$ cat config.mk
export PLATFORM = sky130hd
export DESIGN_NAME = dmem_bus_bridge
export DESIGN_NICKNAME = d
export VERILOG_FILES = /design/src/rtl/dmem_bus_bridge.sv
export SDC_FILE = /design/constraint.sdc
export NUM_CORES = 1
export LEC_CHECK = 0
export BUFFER_PORTS_ARGS = -buffer_cell sky130_fd_sc_hd__buf_2
export CORE_UTILIZATION = 51
export DETAILED_ROUTE_END_ITERATION = 8
export PLACE_DENSITY_LB_ADDON = 0.12
export SYNTH_ARGS = -nofsm -noshare
export SYNTH_HDL_FRONTEND = slang
export SYNTH_SLANG_ARGS = --single-unit
$ cat constraint.sdc
create_clock -name clk -period 2.4 [get_ports clk]
set_clock_uncertainty 0.1 [all_clocks]
set_input_delay 0.12 -clock clk [delete_from_list [all_inputs] [get_ports clk]]
set_output_delay 0.12 -clock clk [all_outputs]
set_load 0.02 [all_outputs]
$ cat src/rtl/dmem_bus_bridge.sv
// dmem_bus_bridge: MEM-stage load/store to req/gnt/rvalid data bus bridge.
// Optional misalignment trap enabled by defining MISALIGN_TRAP_EN.
module dmem_bus_bridge #(
  parameter int ADDR_W         = 32,
  parameter int TIMEOUT_CYCLES = 16
) (
  input  logic              clk,
  input  logic              reset,
  input  logic              req_valid_m_i,
  input  logic [3:0]        dmem_type_m_i,
  input  logic [31:0]       addr_m_i,
  input  logic [31:0]       wdata_m_i,
  output logic              stall_m_o,
  output logic [31:0]       rdata_m_o,
  output logic              rdata_valid_m_o,
  output logic              err_m_o,
  output logic              bus_req_o,
  output logic              bus_we_o,
  output logic [ADDR_W-1:0] bus_addr_o,
  output logic [3:0]        bus_be_o,
  output logic [31:0]       bus_wdata_o,
  input  logic              bus_gnt_i,
  input  logic              bus_rvalid_i,
  input  logic [31:0]       bus_rdata_i,
  input  logic              bus_err_i
);

  localparam int CW =
    (TIMEOUT_CYCLES > 2) ? $clog2(TIMEOUT_CYCLES) : 1;
  localparam logic [CW-1:0] CNT_MAX = CW'(TIMEOUT_CYCLES - 1);

  localparam logic [3:0] T_LB  = 4'd1;
  localparam logic [3:0] T_LH  = 4'd2;
  localparam logic [3:0] T_LW  = 4'd3;
  localparam logic [3:0] T_LBU = 4'd4;
  localparam logic [3:0] T_LHU = 4'd5;
  localparam logic [3:0] T_SB  = 4'd6;
  localparam logic [3:0] T_SH  = 4'd7;
  localparam logic [3:0] T_SW  = 4'd8;

  typedef enum logic [1:0] {
    IDLE,
    WAIT_GNT,
    WAIT_RSP,
    DONE
  } state_t;

  state_t r_state;
  state_t w_next;

  logic [CW-1:0]     r_cnt;
  logic [3:0]        r_type;
  logic [1:0]        r_off;
  logic              r_load;
  logic              r_we;
  logic [ADDR_W-1:0] r_addr;
  logic [3:0]        r_be;
  logic [31:0]       r_wdata;
  logic              r_err;
  logic [31:0]       r_rdata;

  logic        w_is_byte;
  logic        w_is_half;
  logic        w_is_word;
  logic        w_is_load;
  logic        w_is_store;
  logic        w_valid_type;
  logic [1:0]  w_off;
  logic [3:0]  w_be;
  logic [31:0] w_wdata;
  logic        w_misalign;
  logic        w_accept;
  logic        w_timeout;
  logic        w_run;
  logic        w_req;
  logic        w_rvalid_out;

  // Lane select and sign/zero extension of the returned word
  function automatic logic [31:0] f_extend(
    input logic [31:0] d,
    input logic [3:0]  t,
    input logic [1:0]  off
  );
    logic [7:0]  b;
    logic [15:0] h;
    b = d[{off, 3'b000} +: 8];
    h = off[1] ? d[31:16] : d[15:0];
    unique case (1'b1)
      (t == T_LB):  f_extend = {{24{b[7]}}, b};
      (t == T_LBU): f_extend = {24'h0, b};
      (t == T_LH):  f_extend = {{16{h[15]}}, h};
      (t == T_LHU): f_extend = {16'h0, h};
      default:      f_extend = d;
    endcase
  endfunction

  // Decode access size and direction of the incoming op
  always_comb begin
    w_is_byte  = 1'b0;
    w_is_half  = 1'b0;
    w_is_word  = 1'b0;
    w_is_load  = 1'b0;
    w_is_store = 1'b0;
    unique case (1'b1)
      (dmem_type_m_i == T_LB),
      (dmem_type_m_i == T_LBU): begin
        w_is_byte = 1'b1;
        w_is_load = 1'b1;
      end
      (dmem_type_m_i == T_LH),
      (dmem_type_m_i == T_LHU): begin
        w_is_half = 1'b1;
        w_is_load = 1'b1;
      end
      (dmem_type_m_i == T_LW): begin
        w_is_word = 1'b1;
        w_is_load = 1'b1;
      end
      (dmem_type_m_i == T_SB): begin
        w_is_byte  = 1'b1;
        w_is_store = 1'b1;
      end
      (dmem_type_m_i == T_SH): begin
        w_is_half  = 1'b1;
        w_is_store = 1'b1;
      end
      (dmem_type_m_i == T_SW): begin
        w_is_word  = 1'b1;
        w_is_store = 1'b1;
      end
      default: ;
    endcase
  end

  assign w_valid_type = w_is_load | w_is_store;

  // Effective lane offset, byte enables and replicated store data
  always_comb begin
    w_off   = 2'b00;
    w_be    = 4'b1111;
    w_wdata = 32'h0;
    if (w_is_byte) begin
      w_off = addr_m_i[1:0];
      w_be  = 4'b0001 << w_off;
    end else if (w_is_half) begin
      w_off = {addr_m_i[1], 1'b0};
      w_be  = 4'b0011 << w_off;
    end
    if (w_is_store) begin
      if (w_is_byte)
        w_wdata = {4{wdata_m_i[7:0]}};
      else if (w_is_half)
        w_wdata = {2{wdata_m_i[15:0]}};
      else
        w_wdata = wdata_m_i;
    end
  end

`ifdef MISALIGN_TRAP_EN
  assign w_misalign = (w_is_half & addr_m_i[0]) |
                      (w_is_word & (|addr_m_i[1:0]));
`else
  assign w_misalign = 1'b0;
`endif

  assign w_accept = (r_state == IDLE) &
                    req_valid_m_i & w_valid_type;

  // Next-state logic and all outputs
  always_comb begin
    w_next    = r_state;
    w_timeout = 1'b0;
    unique case (r_state)
      IDLE: begin
        if (w_accept)
          w_next = w_misalign ? DONE : WAIT_GNT;
      end
      WAIT_GNT: begin
        if (bus_gnt_i) begin
          w_next = WAIT_RSP;
        end else if (r_cnt == CNT_MAX) begin
          w_next    = DONE;
          w_timeout = 1'b1;
        end
      end
      WAIT_RSP: begin
        if (bus_rvalid_i) begin
          w_next = DONE;
        end else if (r_cnt == CNT_MAX) begin
          w_next    = DONE;
          w_timeout = 1'b1;
        end
      end
      DONE:    w_next = IDLE;
      default: w_next = IDLE;
    endcase

    w_run        = ~reset;
    w_req        = w_run & (r_state == WAIT_GNT);
    w_rvalid_out = w_run & (r_state == DONE) &
                   r_load & ~r_err;

    stall_m_o = w_run & (w_accept |
                         (r_state == WAIT_GNT) |
                         (r_state == WAIT_RSP));
    bus_req_o   = w_req;
    bus_we_o    = w_req & r_we;
    bus_addr_o  = w_req ? r_addr : '0;
    bus_be_o    = w_req ? r_be : 4'h0;
    bus_wdata_o = w_req ? r_wdata : 32'h0;
    rdata_valid_m_o = w_rvalid_out;
    rdata_m_o       = w_rvalid_out ? r_rdata : 32'h0;
    err_m_o = w_run & (r_state == DONE) & r_err;
  end

  // State register
  always_ff @(posedge clk) begin
    if (reset)
      r_state <= IDLE;
    else
      r_state <= w_next;
  end

  // Wait-cycle counter, restarted on accept and on grant
  always_ff @(posedge clk) begin
    if (reset)
      r_cnt <= '0;
    else if (w_accept | ((r_state == WAIT_GNT) & bus_gnt_i))
      r_cnt <= '0;
    else if ((r_state == WAIT_GNT) | (r_state == WAIT_RSP))
      r_cnt <= r_cnt + 1'b1;
  end

  // Request capture and response/error capture
  always_ff @(posedge clk) begin
    if (reset) begin
      r_type  <= 4'h0;
      r_off   <= 2'b00;
      r_load  <= 1'b0;
      r_we    <= 1'b0;
      r_addr  <= '0;
      r_be    <= 4'h0;
      r_wdata <= 32'h0;
      r_err   <= 1'b0;
      r_rdata <= 32'h0;
    end else begin
      if (w_accept) begin
        r_type  <= dmem_type_m_i;
        r_off   <= w_off;
        r_load  <= w_is_load;
        r_we    <= w_is_store;
        r_addr  <= {addr_m_i[ADDR_W-1:2], 2'b00};
        r_be    <= w_be;
        r_wdata <= w_wdata;
        r_err   <= w_misalign;
        r_rdata <= 32'h0;
      end
      if (w_timeout)
        r_err <= 1'b1;
      if ((r_state == WAIT_RSP) & bus_rvalid_i) begin
        r_err   <= bus_err_i;
        r_rdata <= f_extend(bus_rdata_i, r_type, r_off);
      end
    end
  end

endmodule

==> Implementation_results.wiki, run 1 <==
{| class="wikitable"
! Metric !! Value
|-
| PD cells || 607.5 nW/µm²
|-
| Total core area || 11610 µm²
|-
| Kind of launch point of the worst setup path || register
|-
| Share of final-layout standard cells stronger than drive strength 1 || 0.3115
|-
| Detailed-router iteration count before antenna repair || 7
|-
| Area contributors post-synth || dfxtp_1 (37%), and2_1 (10%), nand2_1 (6.3%)
|-
| Filler cell count || around 830
|-
| Initial standard-cell utilization of the core || 0.5302
|-
| Residual DRC count || 9
|-
| Max Transition Viols Final || 0
|-
| Total routing usage reported by global routing || 0.3168
|-
| Share of the synthesized area in the top cell type || 0.3674
|-
| RSZ-0062 raised after global routing || yes
|-
| Result of the run || finished with violations
|-
| Wire length of the first global-routing pass || 31.72 mm
|-
| Count of boundary I/O pins || around 210
|-
| Number of hold violations in the final report || 0
|-
| Clock slew at reported path FFs || 50 ps
|-
| Antenna violations before repair || 0
|-
| Total number of H-tree levels || 4
|-
| Clock Path Buffers || 2
|-
| Critical Path AT || 2520 ps
|-
| Quantity of I/O buffers inserted on ports || approximately 210
|-
| Final Routed Wirelength || 19.42 mm
|-
| Total Nets Final || about 1.1k
|-
| Largest fanout on the critical path || 17
|-
| Violated checks || DRC
|-
| Type of element capturing the critical path || register
|-
| Combinational group share of total power || 0.170
|-
| Timing-limited maximum frequency || 433.6 MHz
|-
| Cell type contributing the most total cell area after synthesis || dfxtp_1
|-
| Leak || approximately 3.9 nW
|-
| Clock latency of the later-clocked register in the worst-skew pair || roughly 420 ps
|-
| Post-route core utilization || 0.7608
|-
| Synthesized instance count || between 700 and 800
|-
| Post-synth EDFFs || 0
|-
| Standard-cell row count || 39
|-
| Sequential element share of the synthesized area || 0.3674
|-
| Final routed wire length divided by cell count || between 15 and 20 µm
|-
| Worst setup timing slack at the placement stage || between 150 and 200 ps
|-
| Worst vdd ir || between 0.5 and 0.6 mV
|-
| Area added between synthesis and finish || 43.51%
|-
| DR vias || 6585
|-
| CTS root buffer || clkbuf_16
|-
| Post-detailed-route count of antenna-violating nets || 0
|-
| Internal cell power || 0.003949 W
|-
| Smallest setup slack after layout || 93.54 ps
|-
| Antenna diodes || 0
|-
| Via count of the first global-routing pass || 6570
|-
| Initial DRC count || 646
|-
| Class of the most critical hold timing path || in -> reg
|-
| Syn Std Cell Area || between 6000 and 7000 µm²
|-
| Reg power frac || 0.369
|-
| Die area || 12520 µm²
|-
| Final setup viols || 0
|-
| Routability-driven placement congestion ratio || 0.8536
|-
| Die width || about 110 µm
|-
| #FFs+latches synth || 113
|-
| Post-route fraction of the period consumed by the critical path || 0.9610
|-
| Post-DP HPWL || 12.27 mm
|-
| Die Y-Extent || about 110 µm
|-
| Largest net degree at the start of global routing || 69
|-
| Post-route minimum period || 2306 ps
|-
| Vias per inst || 5.657
|-
| Worst slew margin relative to its limit || 0.5541
|-
| Register-to-register setup slack || 90 ps
|-
| Total congestion overflow after global routing || 0
|-
| Slew @ Worst Pin || between 600 and 700 ps
|-
| Required time worst endpoint || 2610 ps
|-
| Num CTS Buffers || 17
|-
| Max_cap viols || 0
|-
| Count of synthesis-stage warnings from yosys || 0
|-
| Share of total power consumed by net switching || 0.2645
|-
| Number of setup buffers added after CTS || 0
|-
| Critical path class || reg -> reg
|-
| Power spent charging and discharging nets || roughly 0.0014 W
|-
| Prevailing post-synth register cell || dfxtp_1
|-
| CTS sink count || 113
|-
| Share of total power in the clock network || 0.461
|-
| Synthesized area per cell || 8.504 µm²
|-
| TritonCTS clock tree || built
|-
| Share of async-settable or async-resettable flops after synthesis || 0
|-
| Yosys cell types || 69
|}
## cell usage in the layout, fill, tap and decap left out, drive strengths merged, types with 4 or more instances in the layout
cell         instances
dlygate4sd3         99
a21o                 8
o2bb2ai              8
a211oi               8
dfxtp              113
a221oi              15
inv                  6
a31oi                5
o221ai               5
a32o                 9
a21oi               47
nand3               36
ha                   6
nor3                 4
clkinv               9
nand2b               9
xor2                 4
nor2                14
mux2                14
clkbuf              21
o31ai                4
o21ai               74
a22o                 8
mux2i               18
nand2              103
and2               101
buf                228
## synthesized netlist by cell type, types with 7 or more instances
cell / n
buf_4: 11
o21ai_2: 19
a21oi_1: 46
a211oi_1: 8
o2bb2ai_1: 8
a221oi_1: 15
a32o_1: 8
nand3_1: 35
nor2_1: 14
mux2_2: 14
nand2b_1: 9
clkbuf_1: 25
buf_6: 7
a21o_1: 8
o21ai_0: 54
dfxtp_1: 113
nand2_1: 103
mux2i_1: 18
a22o_1: 8
buf_2: 18
and2_1: 101
## stage by stage
stage	hold slack, ps	instance area [µm²]	power, W	instances	setup TNS (ps)
floorplan	145.5	6161	0.002517	725	0
global placement	260.2	7243	0.002742	1033	0
detailed placement	266.0	7243	0.002764	1033	0
CTS	1.853	8820	0.005364	1164	0
global route	25.29	8836	0.005564	1164	-4.946
finish	15.94	8836	0.005368	1164	0
## repair_timing
item                                    CTS  global route
endpoints found under the setup margin    1            10
endpoints found under the hold margin    96             0
hold buffers                             99             0
resized for setup                         1             5
pin swaps                                 0             0
## kinds of logic after synthesis
kind of cell,share of synthesized area
AOI/OAI and AO/OA,0.2414
xor gates and xnor gates,0.007112
adders and majority gates,0.01219
buffers and inverters,0.06157
DFF,0.3674
muxes,0.05852
other,0.0006090
and+or+nand+nor,0.2512
## worst paths after layout
kind              depth (start not counted)                      from                  endpoint
hold reg to reg                           2  r_wdata[21]$_SDFFE_PP0P_  r_wdata[21]$_SDFFE_PP0P_
hold / removal                            4             wdata_m_i[30]  r_wdata[30]$_SDFFE_PP0P_
setup / recovery                          6   r_state[0]$_SDFFE_PP0P_  r_wdata[12]$_SDFFE_PP0P_
setup reg to reg                          6   r_state[0]$_SDFFE_PP0P_  r_wdata[12]$_SDFFE_PP0P_
## critical path, stage by stage (launching register included)
cell	delay (ps)
dfxtp_1	340
inv_1	140
ha_1	230
and2_1	190
nand3_2	140
or3_2	720
o21ai_0	330
## area by class of cell
| type | instances | area, µm² | area share |
|---|---|---|---|
| flip-flops and latches | 113 | 2262 | 0.2560 |
| multi-input cells | 542 | 3555 | 0.4023 |
| inverters | 7 | 26.28 | 0.002974 |
| repair buffers | 327 | 2232 | 0.2526 |
| clock buffers | 21 | 470.5 | 0.05324 |
| well taps | 143 | 178.9 | 0.02025 |
| clock inverters | 11 | 111.4 | 0.01260 |
## power groups by stage
stage	Clock [W]	Combinational (W)	Sequential (W)
CTS	0.00250	0.000884	0.00198
finish	0.00247	0.000913	0.00198
detailed placement	0	0.000746	0.00202
global placement	0	0.000729	0.00201
floorplan	0	0.000514	0.00200
global route	0.00259	0.000986	0.00199
## routing by layer
| layer | global-route usage | up-vias | wire, µm |
|---|---|---|---|
| met3 | 0.08492 | 57 | 1440 |
| met2 | 0.5209 | 328 | 9229 |
| met5 | 0 | - | 0 |
| met1 | 0.3903 | 3075 | 8199 |
| li1 | - | 3125 | - |
| met4 | 0.1342 | 0 | 550 |
## sequential cells by signal (all words and copies together), names as in the netlist
register  count
r_addr       30
r_be          4
r_cnt         4
r_err         1
r_load        1
r_off         2
r_rdata      32
r_state       2
r_type        4
r_wdata      32
r_we          1
(Power assumes the default switching activity.)
==> inputs of run 2 (changes only) <==
--- a/config.mk
+++ b/config.mk
@@ -5,6 +5,7 @@
 export SDC_FILE = /design/constraint.sdc
 export NUM_CORES = 1
 export LEC_CHECK = 0
+export ABC_AREA = 1
 export BUFFER_PORTS_ARGS = -buffer_cell sky130_fd_sc_hd__buf_2
 export CORE_UTILIZATION = 51
 export DETAILED_ROUTE_END_ITERATION = 8
==> Implementation_results.wiki, run 2 <==
{| class="wikitable"
! Metric !! Value
|-
| Clock Path Buffers || 2
|-
| Die width || 112.1 µm
|-
| Final routed wire length divided by cell count || roughly 13 µm
|-
| Post-route minimum period || ~2300 ps
|-
| Antenna diodes || 0
|-
| Num CTS Buffers || 17
|-
| Total routing usage reported by global routing || 0.3006
|-
| Routability-driven placement congestion ratio || just under 0.9
|-
| Filler cell count || 897
|-
| Class of the most critical hold timing path || in -> reg
|-
| Critical path class || in -> out
|-
| Largest fanout on the critical path || 16
|-
| Most used standard cells in the synthesized netlist || nand2_1 (262), inv_1 (156), nor2_1 (124), dfxtp_1 (113), a21oi_1 (76)
|-
| #FFs+latches synth || 113
|-
| Synthesized instance count || 976
|-
| Critical Path AT || 2050 ps
|-
| Detailed-router iteration count before antenna repair || 7
|-
| Clock latency of the later-clocked register in the worst-skew pair || 420 ps
|-
| Post-DP HPWL || 11.22 mm
|-
| Post-detailed-route count of antenna-violating nets || 0
|-
| Post-route fraction of the period consumed by the critical path || 0.9473
|-
| Post-synthesis compound-gate area fraction || 0.1342
|-
| Yosys cell types || 39
|-
| Via count of the first global-routing pass || 6601
|-
| Final Routed Wirelength || 18.80 mm
|-
| TritonCTS clock tree || built
|-
| Type of element capturing the critical path || primary output
|-
| Result of the run || finished with violations
|-
| Post-synth EDFFs || 0
|-
| DR vias || approximately 7k
|-
| Endpoint of the lowest-slack register-to-register path || r_cnt[1]$_SDFFE_PP0P_
|-
| Max Transition Viols Final || 0
|-
| Most frequent standard cell in the layout excluding fill and tap cells || nand2_1
|-
| Library cell with the highest instance count after synthesis || nand2_1
|-
| Number of hold violations in the final report || 0
|-
| Residual DRC count || 11
|-
| Kind of launch point of the worst setup path || input pin
|-
| Prevailing post-synth register cell || dfxtp_1
|-
| Die Y-Extent || 112.1 µm
|-
| Antenna violations before repair || 0
|-
| Area added between synthesis and finish || 43.46%
|-
| Violated checks || DRC
|-
| Synthesized area per cell || roughly 6.3 µm²
|-
| Cell type contributing the most total cell area after synthesis || dfxtp_1
|-
| Non-filler instance count after layout || 1423
|-
| Sequential element share of the synthesized area || 0.3660
|-
| Share of final-layout standard cells stronger than drive strength 1 || 0.2406
|-
| Count of synthesis-stage warnings from yosys || 0
|-
| Instance count along the most critical hold path || 6
|-
| Final standard cell area without fillers || 8867 µm²
|-
| Quantity of I/O buffers inserted on ports || 208
|-
| Leak || roughly 4.1 nW
|-
| Xor-xnor portion of the synthesized cell area || 0.004251
|-
| Start of the worst register-to-register path || r_state[0]$_SDFFE_PP0P_
|-
| Post-synthesis mux area share || 0.001619
|-
| Worst hold path endpoint || r_wdata[31]$_SDFFE_PP0P_
|-
| Cell area after placement || ~7200 µm²
|-
| Top library cells by usage in the layout, fill and taps aside || nand2_1 (261), buf_2 (208), inv_1 (154), nor2_1 (123), dfxtp_1 (113)
|-
| Count of boundary I/O pins || 211
|-
| Slew @ Worst Pin || 517.4 ps
|-
| Max_cap viols || 0
|-
| Simple-gate share of the synthesized area || 0.3269
|-
| Worst reg-to-reg path cell count || 8
|-
| Worst Hold Launch || wdata_m_i[31]
|-
| Worst vdd ir || 0.6226 mV
|-
| Final setup viols || 0
|-
| Standard-cell row count || 39
|-
| Share of async-settable or async-resettable flops after synthesis || 0
|-
| Total core area || 11610 µm²
|-
| Total number of H-tree levels || 4
|-
| Post-route core utilization || 0.7635
|-
| Clock slew at reported path FFs || 50 ps
|-
| Largest net degree at the start of global routing || 65
|-
| Share of the synthesized area in the top cell type || 0.3660
|-
| Wire length of the first global-routing pass || 30.27 mm
|-
| Syn Std Cell Area || 6181 µm²
|-
| Vias per inst || around 5
|-
| Registers with the most flip-flops || r_rdata (32), r_wdata (32), r_addr (30)
|-
| Timing-limited maximum frequency || 439.9 MHz
|-
| Post-placement cell count || 1288
|-
| Initial standard-cell utilization of the core || 0.5322
|-
| Total Nets Final || around 1.4k
|-
| PD cells || 742.3 nW/µm²
|-
| Initial DRC count || ~600
|-
| Area share of fa/ha/maj cells after synthesis || 0.01215
|-
| CTS root buffer || clkbuf_16
|-
| Area contributors post-synth || dfxtp_1 (37%), nand2_1 (16%), inv_1 (9.5%)
|-
| Smallest setup slack after layout || 126.5 ps
|-
| Dominant combinational cell family by area after synthesis || simple AND/OR/NAND/NOR gates
|-
| Register-to-register setup slack || approximately 340 ps
|-
| Die area || 12560 µm²
|-
| Worst slew margin relative to its limit || 0.6548
|-
| Worst setup timing slack at the placement stage || 98.36 ps
|-
| Required time worst endpoint || 2180 ps
|-
| Total congestion overflow after global routing || 0
|-
| CTS sink count || approximately 110
|}
## run 2: changes by cell type after synthesis, moves of 30 or more
cell and change:
inv_1 +150, a21oi_1 +30, nand3_1 +31, and2_1 -101, nand2_1 +159, nor2_1 +110
## run 2: layer usage
layer / vias to the layer above / track usage / wire [µm]
met1: 3088 / 0.3513 / 7755
met3: 66 / 0.07559 / 1236
met5: - / 0 / 0
met2: 289 / 0.5031 / 9044
li1: 3566 / - / -
met4: 0 / 0.1724 / 763
## run 2: stage by stage
| step | total power (W) | hold WS [ps] | TNS, ps |
|---|---|---|---|
| 3_3_place_gp | 0.003800 | 223.0 | 0 |
| 3_5_place_dp | 0.003814 | 225.6 | 0 |
| 2_1_floorplan | 0.003448 | 123.1 | 0 |
| 5_1_grt | 0.006920 | 30.69 | -12.56 |
| 6_report | 0.006582 | 21.38 | 0 |
| 4_1_cts | 0.006535 | 2.811 | 0 |
## run 2: kinds of logic after synthesis
group / after synthesis
AOI/OAI and AO/OA: 153
xor gates and xnor gates: 3
adders and majority gates: 6
buffers and inverters: 217
DFF: 113
muxes: 1
other: 1
and+or+nand+nor: 482
## run 2: layout make-up
| type | count | area (µm²) | area share |
|---|---|---|---|
| multi-input cells | 648 | 2992 | 0.3374 |
| flip-flops and latches | 113 | 2262 | 0.2551 |
| well taps | 143 | 178.9 | 0.02018 |
| inverters | 163 | 623.1 | 0.07027 |
| repair inverters | 1 | 7.507 | 0.0008466 |
| clock inverters | 5 | 100.1 | 0.01129 |
| repair buffers | 325 | 2198 | 0.2479 |
| clock buffers | 25 | 505.5 | 0.05701 |
## run 2: report_power, final
group	switching [W]	total (W)	internal, W
registers	0.000113	0.00221	0.00210
logic	0.00112	0.00178	0.000659
clock network	0.000833	0.00259	0.00175
total	0.00207	0.00658	0.00451
## run 2: worst max-delay path by stage
stage | from | end | slack [ps] | cells past startpoint
after floorplan | r_state[1]$_SDFFE_PP0P_ | bus_wdata_o[10] | 420 | 8
after global placement | dmem_type_m_i[1] | r_cnt[1]$_SDFFE_PP0P_ | 120 | 10
after CTS | dmem_type_m_i[3] | r_cnt[1]$_SDFFE_PP0P_ | 10 | 10
final | reset | rdata_m_o[9] | 130 | 10
after global routing | reset | rdata_m_o[7] | -10 | 10
after detailed placement | dmem_type_m_i[1] | r_cnt[1]$_SDFFE_PP0P_ | 100 | 10
## run 2: what timing repair did
action | CTS | global route
hold endpoints to repair | 104 | 0
buffers inserted | 0 | 8
endpoints found under the setup margin | 0 | 119
hold buffers | 95 | 0
resized for setup | 0 | 6
## run 2: critical path: stages
cell           delay, ps
dlygate4sd3_1        550
buf_2                150
inv_2                180
nand2_1              150
nor3_4               200
buf_4                160
clkinvlp_4            60
buf_4                190
nor2_1               110
buf_2                170
